===== config.mk =====
export PLATFORM = sky130hd
export DESIGN_NAME = rob_order_queue
export DESIGN_NICKNAME = d
export VERILOG_FILES = /design/src/rtl/rob_order_queue_pkg.sv /design/src/rtl/rob_order_slot.sv /design/src/rtl/rob_order_queue.sv
export SDC_FILE = /design/constraint.sdc
export NUM_CORES = 1
export LEC_CHECK = 0
export CELL_PAD_IN_SITES_DETAIL_PLACEMENT = 0
export CELL_PAD_IN_SITES_GLOBAL_PLACEMENT = 2
export CORE_MARGIN = 4
export CORE_UTILIZATION = 35
export CTS_BUF_LIST = sky130_fd_sc_hd__clkbuf_4 sky130_fd_sc_hd__clkbuf_8
export DETAILED_ROUTE_END_ITERATION = 16
export MAX_ROUTING_LAYER = met4
export PLACE_DENSITY_LB_ADDON = 0.1
export SLEW_MARGIN = 10
export SYNTH_ARGS = -nofsm -noshare
export SYNTH_HDL_FRONTEND = slang
export SYNTH_SLANG_ARGS = --single-unit

===== constraint.sdc =====
create_clock -name clk -period 5.3 [get_ports clk]
set_input_delay 1.06 -clock clk [delete_from_list [all_inputs] [get_ports clk]]
set_output_delay 1.06 -clock clk [all_outputs]
set_load 0.01 [all_outputs]

===== src/rtl/rob_order_queue_pkg.sv =====
// rob_order_queue shared definitions.
// Slot shift codes used between the queue control and its slots.
package rob_order_queue_pkg;

  typedef enum logic [1:0] {
    SHFT_IDLE = 2'd0,
    SHFT_FWD  = 2'd1,
    SHFT_REV  = 2'd2
  } shft_e;

  localparam int unsigned SHFT_W = 2;

endpackage


===== src/rtl/rob_order_slot.sv =====
// rob_order_queue storage slot.
// Holds one {ptr, data} entry; loads, shifts fwd/rev, or holds.
module rob_order_slot
  import rob_order_queue_pkg::*;
#(
  parameter int p_bitwidth = 37
) (
  input  logic                  clk,
  input  logic                  rst_n,
  input  logic                  wr_data,
  input  logic [p_bitwidth-1:0] wr_data_in,
  input  logic [SHFT_W-1:0]     shift_en,
  input  logic [p_bitwidth-1:0] fwd_in,
  input  logic [p_bitwidth-1:0] rev_in,
  output logic [p_bitwidth-1:0] data_out
);

  logic [p_bitwidth-1:0] data_q;

  // Write wins over shift; otherwise move from a neighbour or hold.
  always_ff @(posedge clk or negedge rst_n) begin
    if (!rst_n) begin
      data_q <= '0;
    end else if (wr_data) begin
      data_q <= wr_data_in;
    end else begin
      case (shift_en)
        SHFT_FWD: data_q <= fwd_in;
        SHFT_REV: data_q <= rev_in;
        default:  data_q <= data_q;
      endcase
    end
  end

  assign data_out = data_q;

endmodule


===== src/rtl/rob_order_queue.sv =====
// rob_order_queue: reorder stage for the v3 ROB path.
// Sorted shift array, oldest-first; releases strictly in ptr order.
module rob_order_queue
  import rob_order_queue_pkg::*;
#(
  parameter int p_depth     = 4,
  parameter int p_ptrwidth  = 5,
  parameter int p_chanwidth = 32,
  parameter int p_bitwidth  = p_ptrwidth + p_chanwidth
) (
  input  logic                         clk,
  input  logic                         rst_n,
  input  logic                         enq_val,
  output logic                         enq_rdy,
  input  logic [p_bitwidth-1:0]        enq_msg,
  output logic                         deq_val,
  input  logic                         deq_rdy,
  output logic [p_chanwidth-1:0]       deq_msg,
  output logic [p_ptrwidth-1:0]        head_ptr,
  output logic [$clog2(p_depth+1)-1:0] count
);

  localparam int CW = $clog2(p_depth + 1);

  logic [CW-1:0]         cnt_q;
  logic [p_ptrwidth-1:0] head_q;

  logic [p_bitwidth-1:0] slot_q   [p_depth];
  logic [p_ptrwidth-1:0] slot_ptr [p_depth];
  logic [p_ptrwidth-1:0] slot_age [p_depth];
  logic [SHFT_W-1:0]     shf      [p_depth];
  logic [p_depth-1:0]    wr_en;
  logic [p_depth-1:0]    older;

  logic [p_ptrwidth-1:0] enq_ptr;
  logic [p_ptrwidth-1:0] enq_age;
  logic [CW-1:0]         k;
  logic                  enq_fire;
  logic                  deq_fire;
  logic                  dup;

  assign enq_ptr  = enq_msg[p_bitwidth-1 -: p_ptrwidth];
  assign enq_age  = enq_ptr - head_q;

  assign enq_rdy  = (cnt_q < CW'(p_depth));
  assign deq_val  = (cnt_q != '0) && (slot_ptr[0] == head_q);
  assign deq_msg  = slot_q[0][p_chanwidth-1:0];
  assign head_ptr = head_q;
  assign count    = cnt_q;

  assign enq_fire = enq_val && enq_rdy;
  assign deq_fire = deq_val && deq_rdy;

  // Age of each slot relative to head, and which occupied slots are older.
  always_comb begin
    dup = 1'b0;
    for (int j = 0; j < p_depth; j++) begin
      slot_ptr[j] = slot_q[j][p_bitwidth-1 -: p_ptrwidth];
      slot_age[j] = slot_ptr[j] - head_q;
      older[j]    = (CW'(j) < cnt_q) && (slot_age[j] < enq_age);
      if ((CW'(j) < cnt_q) && (slot_ptr[j] == enq_ptr))
        dup = 1'b1;
    end
  end

  // Insert index: count of occupied slots older than the incoming entry.
  always_comb begin
    k = '0;
    for (int j = 0; j < p_depth; j++)
      k = k + CW'(older[j]);
  end

  // Per-slot write/shift decode from the pre-update state.
  always_comb begin
    for (int j = 0; j < p_depth; j++) begin
      wr_en[j] = 1'b0;
      shf[j]   = SHFT_IDLE;
      unique case (1'b1)
        (enq_fire && !deq_fire): begin
          if (CW'(j) == k)
            wr_en[j] = 1'b1;
          else if ((CW'(j) > k) && (CW'(j) <= cnt_q))
            shf[j] = SHFT_REV;
        end
        (!enq_fire && deq_fire): begin
          if (CW'(j + 1) < cnt_q)
            shf[j] = SHFT_FWD;
        end
        (enq_fire && deq_fire): begin
          if (CW'(j + 1) == k)
            wr_en[j] = 1'b1;
          else if (CW'(j + 1) < k)
            shf[j] = SHFT_FWD;
        end
        default: ;
      endcase
    end
  end

  // Occupancy and in-order head pointer.
  always_ff @(posedge clk or negedge rst_n) begin
    if (!rst_n) begin
      cnt_q  <= '0;
      head_q <= '0;
    end else begin
      if (enq_fire && !deq_fire)
        cnt_q <= cnt_q + 1'b1;
      else if (!enq_fire && deq_fire)
        cnt_q <= cnt_q - 1'b1;
      if (deq_fire)
        head_q <= head_q + 1'b1;
    end
  end

  for (genvar j = 0; j < p_depth; j++) begin : g_slot
    logic [p_bitwidth-1:0] fwd_in;
    logic [p_bitwidth-1:0] rev_in;

    if (j == p_depth - 1) begin : g_last
      assign fwd_in = '0;
    end else begin : g_nxt
      assign fwd_in = slot_q[j+1];
    end

    if (j == 0) begin : g_first
      assign rev_in = '0;
    end else begin : g_prv
      assign rev_in = slot_q[j-1];
    end

    rob_order_slot #(
      .p_bitwidth(p_bitwidth)
    ) u_slot (
      .clk       (clk),
      .rst_n     (rst_n),
      .wr_data   (wr_en[j]),
      .wr_data_in(enq_msg),
      .shift_en  (shf[j]),
      .fwd_in    (fwd_in),
      .rev_in    (rev_in),
      .data_out  (slot_q[j])
    );
  end

  a_no_dup: assert property (
    @(posedge clk) disable iff (!rst_n)
    enq_fire |-> !dup
  );

  a_no_head_clash: assert property (
    @(posedge clk) disable iff (!rst_n)
    enq_fire |-> !(deq_val && (enq_age == '0))
  );

  a_cnt_max: assert property (
    @(posedge clk) disable iff (!rst_n)
    cnt_q <= CW'(p_depth)
  );

  a_cnt_min: assert property (
    @(posedge clk) disable iff (!rst_n)
    !(deq_fire && (cnt_q == '0))
  );

endmodule


==> qor.yml <==
timing:
  whs_ps: 540
  max-slew-margin-rel_pct: 39.1
  worstMarginPinSlew_ps: 913
  period_needed_ps: 5110
  skew_ps: 23.1
  finalHoldViolCount: 0
  max_freq_ghz: 0.196
  rsz0062_at_grt: "no"
  final-setup-viol-count: 0
  drv_slew: 0
  setup_slack_ps: 191
  post-route-period-util_pct: 96.4
place:
  place_area_um2: 11200
  dp_hpwl_um: 18200
  portBuffers: 82
  post-place-ws_ps: -760
  place_congestion: 0.787
power:
  switching_power_w: 0.00435
  total_leakage_power_nw: 4.76
  worst_ir_drop_vdd_mv: 0.418
  pwr-share-comb_pct: 68.3
  powerDensity_nw_per_um2: 786
  switching_share_pct: 45.7
  clkPwrFrac_pct: 9.4
  seq_power_share_pct: 22.3
  internal_power_w: 0.00517
cells_and_area:
  fin_area_um2: 12100
  antenna_cells: 0
  seq_area_um2: 3900
  multi_input_area_um2: 5380
  fin_nets: 1337
  nFillCells: 2721
  drive_gt1_share_pct: 11.7
  area.growth.synth_to_final_pct: 23.4
detailed_routing:
  drt-vias-per-instance: 5.02
  vias: 8198
  routedWlPerCell_um: 18.1
  drtAntennaViolNets: 0
  wirelength_um: 29600
  dr.pass1.iters: 4
  drtIter0Drc: 541
  post-route-drc-count: 0
worst_hold_path:
  hold-path-cell-count: 1
  min_path_type: "flip-flop to flip-flop"
  hp-start: "head_ptr[3]"
  holdPathEnd: "head_ptr[3]"
die:
  num_rows: 61
  die_area_um2: 30800
  dieHeight_um: 175
  ios: 83
  initial_core_util_pct: 35.4
  dieWidth_um: 175
  core_um2: 27700
global_route:
  first_global_vias: 7948
  grt_overflow_total: 0
  grt_start_max_net_pins: 93
  antenna_found_initial: 0
  track_usage_pct: 19.7
  grt_first_pass_wirelength_um: 46300
critical_path:
  worstPathRequired_ps: 5660
  crit_type: "input port to flip-flop"
  r2r_start: "head_ptr[0]"
  crit_path_end_kind: "flip-flop"
  critPathSlowestCell: "fa_1"
  path_max_fanout: 7
  cp-start-kind: "input port"
  worstRegToRegCells: 22
  rr_endpoint: "g_slot[1].u_slot.data_out[28]"
  r2r_slack_ps: 480
  crit_arrival_ps: 5470
  crit_chain: "clkdlybuf4s50_1 > fa_1 > inv_2 > ha_1 > a21o_1 > a21oi_2 > maj3_2 > o21a_1 > fa_1 > ha_2 > buf_6 > ha_4 > nand2b_1 > a32oi_1 > or2_4 > ha_4 > clkbuf_16 > mux2i_1 > nor2_1 > a21oi_1 > o21ai_0"
  slowest_delay_ps: 510
clocking:
  cts.clk_slew.worst_paths_ps: 110
  insertion_delay_ps: 480
  clockBufferDepth: 2
  cts.sinks: 156
  clockRootBuffer: "clkbuf_8"
  ctsHoldBuffers: 0
  cts_tree: "built"
  htreeDepth: 4
  numCtsBuffers: 17
yosys:
  synth_area_leaders: "dfrtp_1, a21oi_1, mux2i_1"
  syn_area_um2: 9810
  avgSynthCellArea_um2: 8.30
  yosys_warnings: 0
  syn-num-nets: 1277
  synthCells: 1183
  synth_top_area_share_pct: 39.8
  ys_ff_latch: 156
  yosysSeqAreaShare_pct: 39.8
  synth_cell_types: 45
  synth_top_cell_by_area: "dfrtp_1"
job:
  max-cap-violations: 0
run_status:
  status: "complete, no violations"
-- Yosys cell counts, drive strengths merged --
cell and number:
or2 2, ha 47, dfrtp 156, nand2 125, nor3 6, a31oi 1
nor2b 2, o22ai 1, o22a 1, fa 6, nand3b 1, a22oi 4
o31ai 2, nor4 1, nor2 190, and2 2, nor3b 36, xnor2 15
nand2b 9, maj3 1, clkbuf 35, a32oi 1, inv 21, mux2i 75
nand3 2, and3 1, or3 1, o21ai 87, a21oi 237, a21o 12
buf 81, nand4 3, mux2 1, o211ai 1, o21a 4, xor2 11
o221a 1, nor4bb 1
-- cell families after synthesis --
kind of cell    count (synthesis)  synth area share, %
xor+xnor                       26                 2.32
fa+ha+maj                      54                 7.32
compound gates                352                 18.8
buf+inv                       137                 7.13
simple gates                  382                 16.9
mux                            76                 7.76
flops                         156                 39.8
-- through the flow --
| stage | instances | utilization, % | setup TNS, ps | total power, W |
|---|---|---|---|---|
| 6_report | 1634 | 43.7 | 0 | 0.00952 |
| 5_1_grt | 1634 | 43.7 | 0 | 0.0103 |
| 4_1_cts | 1627 | 43.1 | 0 | 0.00933 |
| 3_5_place_dp | 1585 | 40.6 | -95310 | 0.00786 |
| 3_3_place_gp | 1585 | 40.6 | -90720 | 0.00784 |
| 2_1_floorplan | 1183 | - | -1020 | 0.00583 |
-- placed cells by master (no fill, tap or decap), types with 18 or more instances in the layout --
cell type / count
o21ai_1: 50
dfrtp_1: 156
inv_1: 18
nor3b_1: 36
mux2i_1: 73
nor2_1: 189
nand2_1: 123
clkdlybuf4s50_1: 80
buf_12: 30
ha_1: 39
o21ai_0: 36
buf_4: 35
a21oi_1: 230
-- per-layer routing --
| layer | routed length [um] | up-vias | part of all wire, % | global-route usage, % |
|---|---|---|---|---|
| met1 | 14500 | 3909 | 49 | 26.5 |
| met3 | 775 | 28 | 2.6 | 2.56 |
| met4 | 410 | 0 | 1.4 | 4.09 |
| met5 | 0 | - | 0 | - |
| li1 | - | 4138 | - | - |
| met2 | 14000 | 123 | 47 | 32.3 |
-- power by group through the flow --
stage	combinational, W	clock [W]	sequential (W)
after floorplan	0.00383	0	0.00199
after global placement	0.00569	0	0.00215
after detailed placement	0.00571	0	0.00215
after CTS	0.00628	0.000922	0.00213
after global routing	0.00716	0.000974	0.00219
final	0.00651	0.000894	0.00212
-- critical path: cells and delay by family --
family                     cells  cell delay (ps)
adders and majority gates      7             2300
AOI/OAI and AO/OA              6              790
and+or+nand+nor                3              280
muxes                          1              180
buffers and inverters          4              860
-- what timing repair did --
item,4_1_cts,5_1_grt
gates resized for setup,22,25
endpoints found under the setup margin,148,148
cloned,5,3
pin swaps,6,14
buffers inserted,5,5
-- registers in the layout (all words and copies together), names as in the netlist --
signal,cells
count,3
head_ptr,5
g_slot.u_slot.data_out,148
-- how the worst max path moves through the flow --
stage,from,end,slack [ps],cells after the start
floorplan,enq_msg[32],g_slot[2].u_slot.data_out[10],-30,23
global placement,enq_msg[32],g_slot[2].u_slot.data_out[25],-760,22
detailed placement,enq_msg[32],g_slot[2].u_slot.data_out[29],-760,22
CTS,enq_msg[32],g_slot[2].u_slot.data_out[30],10,26
global route,enq_msg[34],g_slot[1].u_slot.data_out[0],2,20
finish,enq_msg[33],g_slot[1].u_slot.data_out[28],190,21
-- layout make-up --
| type | instances | share of cell area, % |
|---|---|---|
| Tap cell | 378 | 3.91 |
| Timing Repair Buffer | 157 | 15.7 |
| Clock inverter | 14 | 1.05 |
| Clock buffer | 18 | 1.99 |
| Sequential cell | 156 | 32.2 |
| Multi-Input combinational cell | 890 | 44.4 |
| Inverter | 21 | 0.651 |
Note: power is estimated with default switching activity, not from simulation.
==> RTL edit 1, RTL diff (same flow settings) <==
Change the parameter `p_depth` from 4 to 8.
--- a/src/rtl/rob_order_queue.sv
+++ b/src/rtl/rob_order_queue.sv
@@ -3,7 +3,7 @@
 module rob_order_queue
   import rob_order_queue_pkg::*;
 #(
-  parameter int p_depth     = 4,
+  parameter int p_depth     = 8,
   parameter int p_ptrwidth  = 5,
   parameter int p_chanwidth = 32,
   parameter int p_bitwidth  = p_ptrwidth + p_chanwidth
Ports: changed (resized count); port bits go from 83 to 84. The function was not compared with the original's and may differ.
==> RTL edit 1 against the unedited design <==
The flow now finishes with violations (setup timing). Clock skew grew 2.1 ps. Cell area grew 110%. Worst setup slack lost 1300 ps. Area after synthesis grew 95%. Routed wire length grew 140%. Die area grew 90%. Sequential cell count grew 149. Cell count grew 90%. Critical path type unchanged.
Power is not shown: default switching activity piles up to over one toggle a cycle in this logic, so the estimate is an artifact.
==> RTL edit 1: results <==
[placement]
portBuffers = 83
dp_worst_setup_slack_ps = -2290
gp_congestion = 0.858

[final_layout]
insertedDiodeCount = 1
inverters_excl_clock = 37
multi_input_area_share_pct = 44.3
fillers = 5118
comb.multi_input.count = 1625
largest_register_ffs = 296
clkCellAreaFrac_pct = 5.08
clkbuf_count = 101
buffers = 333
buf_share_pct = 16.6
fin_nets = 2486

[synthesis]
synth_compound_area_share_pct = 17.2
netlist_top_cells_area = dfrtp_1, mux2i_1, o21ai_0
syn_avg_cell_area_um2 = 8.74
synth_seq_cells = 305
synth_nets = 2312
synth_common_cells = dfrtp_1, nand2_1, o21ai_0
ys_types = 44
synth_fa_ha_area_share_pct = 6.38
muxShareOfSynthArea_pct = 16.4

[grt]
gr-usage-met3_pct = 3.53
antenna_found_initial = 1
grt_start_max_net_pins = 103
grt_pass1_wl_mm = 99.8
grtUsageTotal_pct = 22.4

[timing]
worst_slack_ps = -1150
setup_viol = 296

[route]
viasPerCell = 5.21
dr.pass1.iters = 5
post_drt_wl_per_cell_um = 22.6
dr_wl_met2_mm = 33.4
wl_mm = 70.2
drt_iter0_markers = 923
wl_met3_mm = 2.77
met1_length_mm = 32.0

[worst_setup_path]
crit_path_end = g_slot[3].u_slot.data_out[34]$_DFFE_PN0P_
cp.arrival_ps = 7020
critPathMaxStageDelay_ps = 580
worstRegToRegCells = 26
cp_slowest_cell = fa_2

[status]
violations = setup timing
status = finished, violations left

[clock_tree]
insertion_delay_ps = 680
post_cts_resized = 97
cts_htree_levels = 2
cts_buffers = 59
clk_pin_slew_ps = 70
clk_path_buf_depth = 3
cts_setup_buffers = 26

[hold_path]
hp-class = in -> async
-- RTL edit 1: changes by cell type after synthesis, moves of 23 or more --
cell and delta:
nor2_1 +52, a21oi_1 +23, clkbuf_1 +99, dfrtp_1 +149
nor3b_1 -36, nand2_1 +167, o21ai_1 -45, mux2i_1 +185
o21ai_0 +240, a22oi_1 +31, mux2_4 +29, ha_1 +24
-- RTL edit 1: worst max-delay path, delay by kind of cell --
family	cells	cell delay [ps]
compound gates	4	460
fa+ha+maj	10	3530
buf+inv	8	710
mux	2	440
simple gates	4	800
-- RTL edit 1: per-stage QoR --
step | area (um2) | hold WS [ps] | setup TNS, ps
floorplan | 20200 | 468 | -340100
finish | 25500 | 412 | -275290
CTS | 24400 | 416 | -298210
detailed placement | 22200 | 499 | -618290
global placement | 22200 | 494 | -616610
global route | 25500 | 438 | -324600
==> RTL edit 2, RTL diff (config.mk and constraints unchanged) <==
Made on the original files. Reset style: synchronous (`rst_n`), changed in 2 clocked blocks.
--- a/src/rtl/rob_order_slot.sv
+++ b/src/rtl/rob_order_slot.sv
@@ -18,7 +18,7 @@
   logic [p_bitwidth-1:0] data_q;
 
   // Write wins over shift; otherwise move from a neighbour or hold.
-  always_ff @(posedge clk or negedge rst_n) begin
+  always_ff @(posedge clk) begin
     if (!rst_n) begin
       data_q <= '0;
     end else if (wr_data) begin
--- a/src/rtl/rob_order_queue.sv
+++ b/src/rtl/rob_order_queue.sv
@@ -98,7 +98,7 @@
   end
 
   // Occupancy and in-order head pointer.
-  always_ff @(posedge clk or negedge rst_n) begin
+  always_ff @(posedge clk) begin
     if (!rst_n) begin
       cnt_q  <= '0;
       head_q <= '0;
Formal check against the unedited RTL: differs if rst_n is asserted again (counterexample within 4 cycles, from zero or initial values and one cycle with rst_n low); with rst_n held inactive, the same outputs for 4 cycles.
==> RTL edit 2 against the unedited design <==
First-iteration DRC count fell by 25%. Routed wire length rose by 7.6%. Critical path type unchanged. Cell area rose by 3.9%. Sequential cell count did not move. Clock power rose by 5.0%. Area after synthesis rose by 2.5%. Total power fell by 11%. Worst setup slack got worse by 9.8 ps. Largest power group unchanged.
==> RTL edit 2: results <==
[timing]
skew_ps = 23.2
worstMarginPinSlew_ps = 839

[clock_tree]
clk_path_buf_depth = 2
root_buffer = clkbuf_8
insertion_delay_ps = 470
clk_pin_slew_ps = 100
cts_buffers = 17
cts_htree_levels = 4

[route]
dr.pass1.iters = 5
wl_mm = 31.9
drt_iter0_markers = 407
viasPerCell = 5.13

[pwr]
ir_drop_mv = 0.417
p_leak_uw = 0.00481
p_total_uw = 8440

[grt]
grt_pass1_vias = 8277
grt_start_max_net_pins = 79
antenna_found_initial = 0
gr-usage-met3_pct = 2.96
grtUsageTotal_pct = 20.8
use_met1_pct = 30.1
grt_use_met2_pct = 31.5
grt_pass1_wl_mm = 49.7

[worst_setup_path]
cp_slowest_cell = fa_1
critPathMaxStageDelay_ps = 460
worstRegToRegCells = 22
path_max_fanout = 14
cp.arrival_ps = 5530
critical-path-top-delay-family = adder cells

[final_layout]
largest_register_ffs = 148
fin_nets = 1357
insertedDiodeCount = 0
fillers = 2815
layout-drive-gt1-share_pct = 16.1

[status]
status = finished clean

[placement]
dp_worst_setup_slack_ps = -819
dp_hpwl_mm = 18.7
gp_congestion = 0.805
portBuffers = 82

[synthesis]
synthArstFlopShare_pct = 0
synth_nets = 1303
ys_seq_area_share_pct = 31.0
yosysWarnings = 0
synth_common_cells = nand2_1, dfxtp_1, mux2i_1
netlist_top_cells_area = dfxtp_1, mux2i_1, nand2_1
ys_types = 50

[hold_path]
hold_depth = 2
hp-class = reg -> reg
[RTL edit 2: changes by cell type in the layout (fill, tap and decap cells not counted), sizes merged, moves of 75 or more]
cell,before,now
o211a,0,75
dfrtp,156,0
a21oi,237,51
dfxtp,0,156
nand2,125,271
nor2,190,7
[RTL edit 2: kinds of logic (layout without fill, tap and decap cells)]
logic type	count (synthesis)	after routing	synth area share [%]
mux	111	111	11.1
fa+ha+maj	53	53	7.01
compound gates	315	315	22.2
simple gates	399	399	18.6
buf+inv	152	219	8.05
flops	156	156	31.0
xor+xnor	24	24	2.09
[RTL edit 2: cell type report]
cell class	instances	share of cell area [%]
clock inverter	14	1.20
sequential	156	24.8
tap	378	3.76
clock buffer	18	1.92
inverter	22	0.676
multi-input combinational	902	52.4
timing repair buffer	165	15.3
[RTL edit 2: stage by stage]
step | std cells | instance area [um2] | hold WS (ps)
detailed placement | 1605 | 11400 | 535
floorplan | 1210 | 10100 | 527
global placement | 1605 | 11400 | 526
finish | 1655 | 12600 | 547
global route | 1655 | 12600 | 572
CTS | 1651 | 12400 | 550
[RTL edit 2: worst paths after layout]
kind	slack [ps]	from	endpoint
max	180	enq_msg[34]	g_slot[0].u_slot.data_out[4]$_SDFFE_PN0P_
min	550	head_ptr[1]$_SDFFE_PN0P_	head_ptr[1]$_SDFFE_PN0P_
max reg2reg	470	head_ptr[1]$_SDFFE_PN0P_	g_slot[0].u_slot.data_out[4]$_SDFFE_PN0P_
min reg2reg	550	head_ptr[1]$_SDFFE_PN0P_	head_ptr[1]$_SDFFE_PN0P_
[RTL edit 2: metal layers]
layer | wire, um | up-vias
met2 | 14100 | 148
li1 | - | 4303
met3 | 1320 | 11
met4 | 176 | 0
met5 | 0 | -
met1 | 16300 | 4024
[RTL edit 2: worst reg2reg max path, stage by stage, from the launching register on]
cell and delay (ps):
dfxtp_1 420, inv_1 230, fa_2 600, inv_2 60
ha_1 270, a21o_1 150, a21o_1 150, maj3_2 300
o21ai_2 140, fa_1 460, ha_4 210, inv_4 60
ha_4 130, nand3b_1 120, buf_4 180, nor4_4 250
ha_4 280, buf_12 130, buf_12 160, nor3b_2 240
a21oi_2 40, nand2_1 70, o211a_1 130
[RTL edit 2: timing repair]
item                       in CTS  in global routing
cloned                          8                  2
setup buffers                   7                  3
gates resized for setup        88                 36
pin swaps                      17                 15
setup endpoints to repair     148                148
[RTL edit 2: report_power, final]
| part | internal (uW) | switching [uW] | leakage [uW] |
|---|---|---|---|
| Sequential | 1550 | 354 | 0.00126 |
| Combinational | 2690 | 2910 | 0.00335 |
| Clock | 397 | 542 | 0.000193 |
| Total | 4630 | 3810 | 0.00481 |
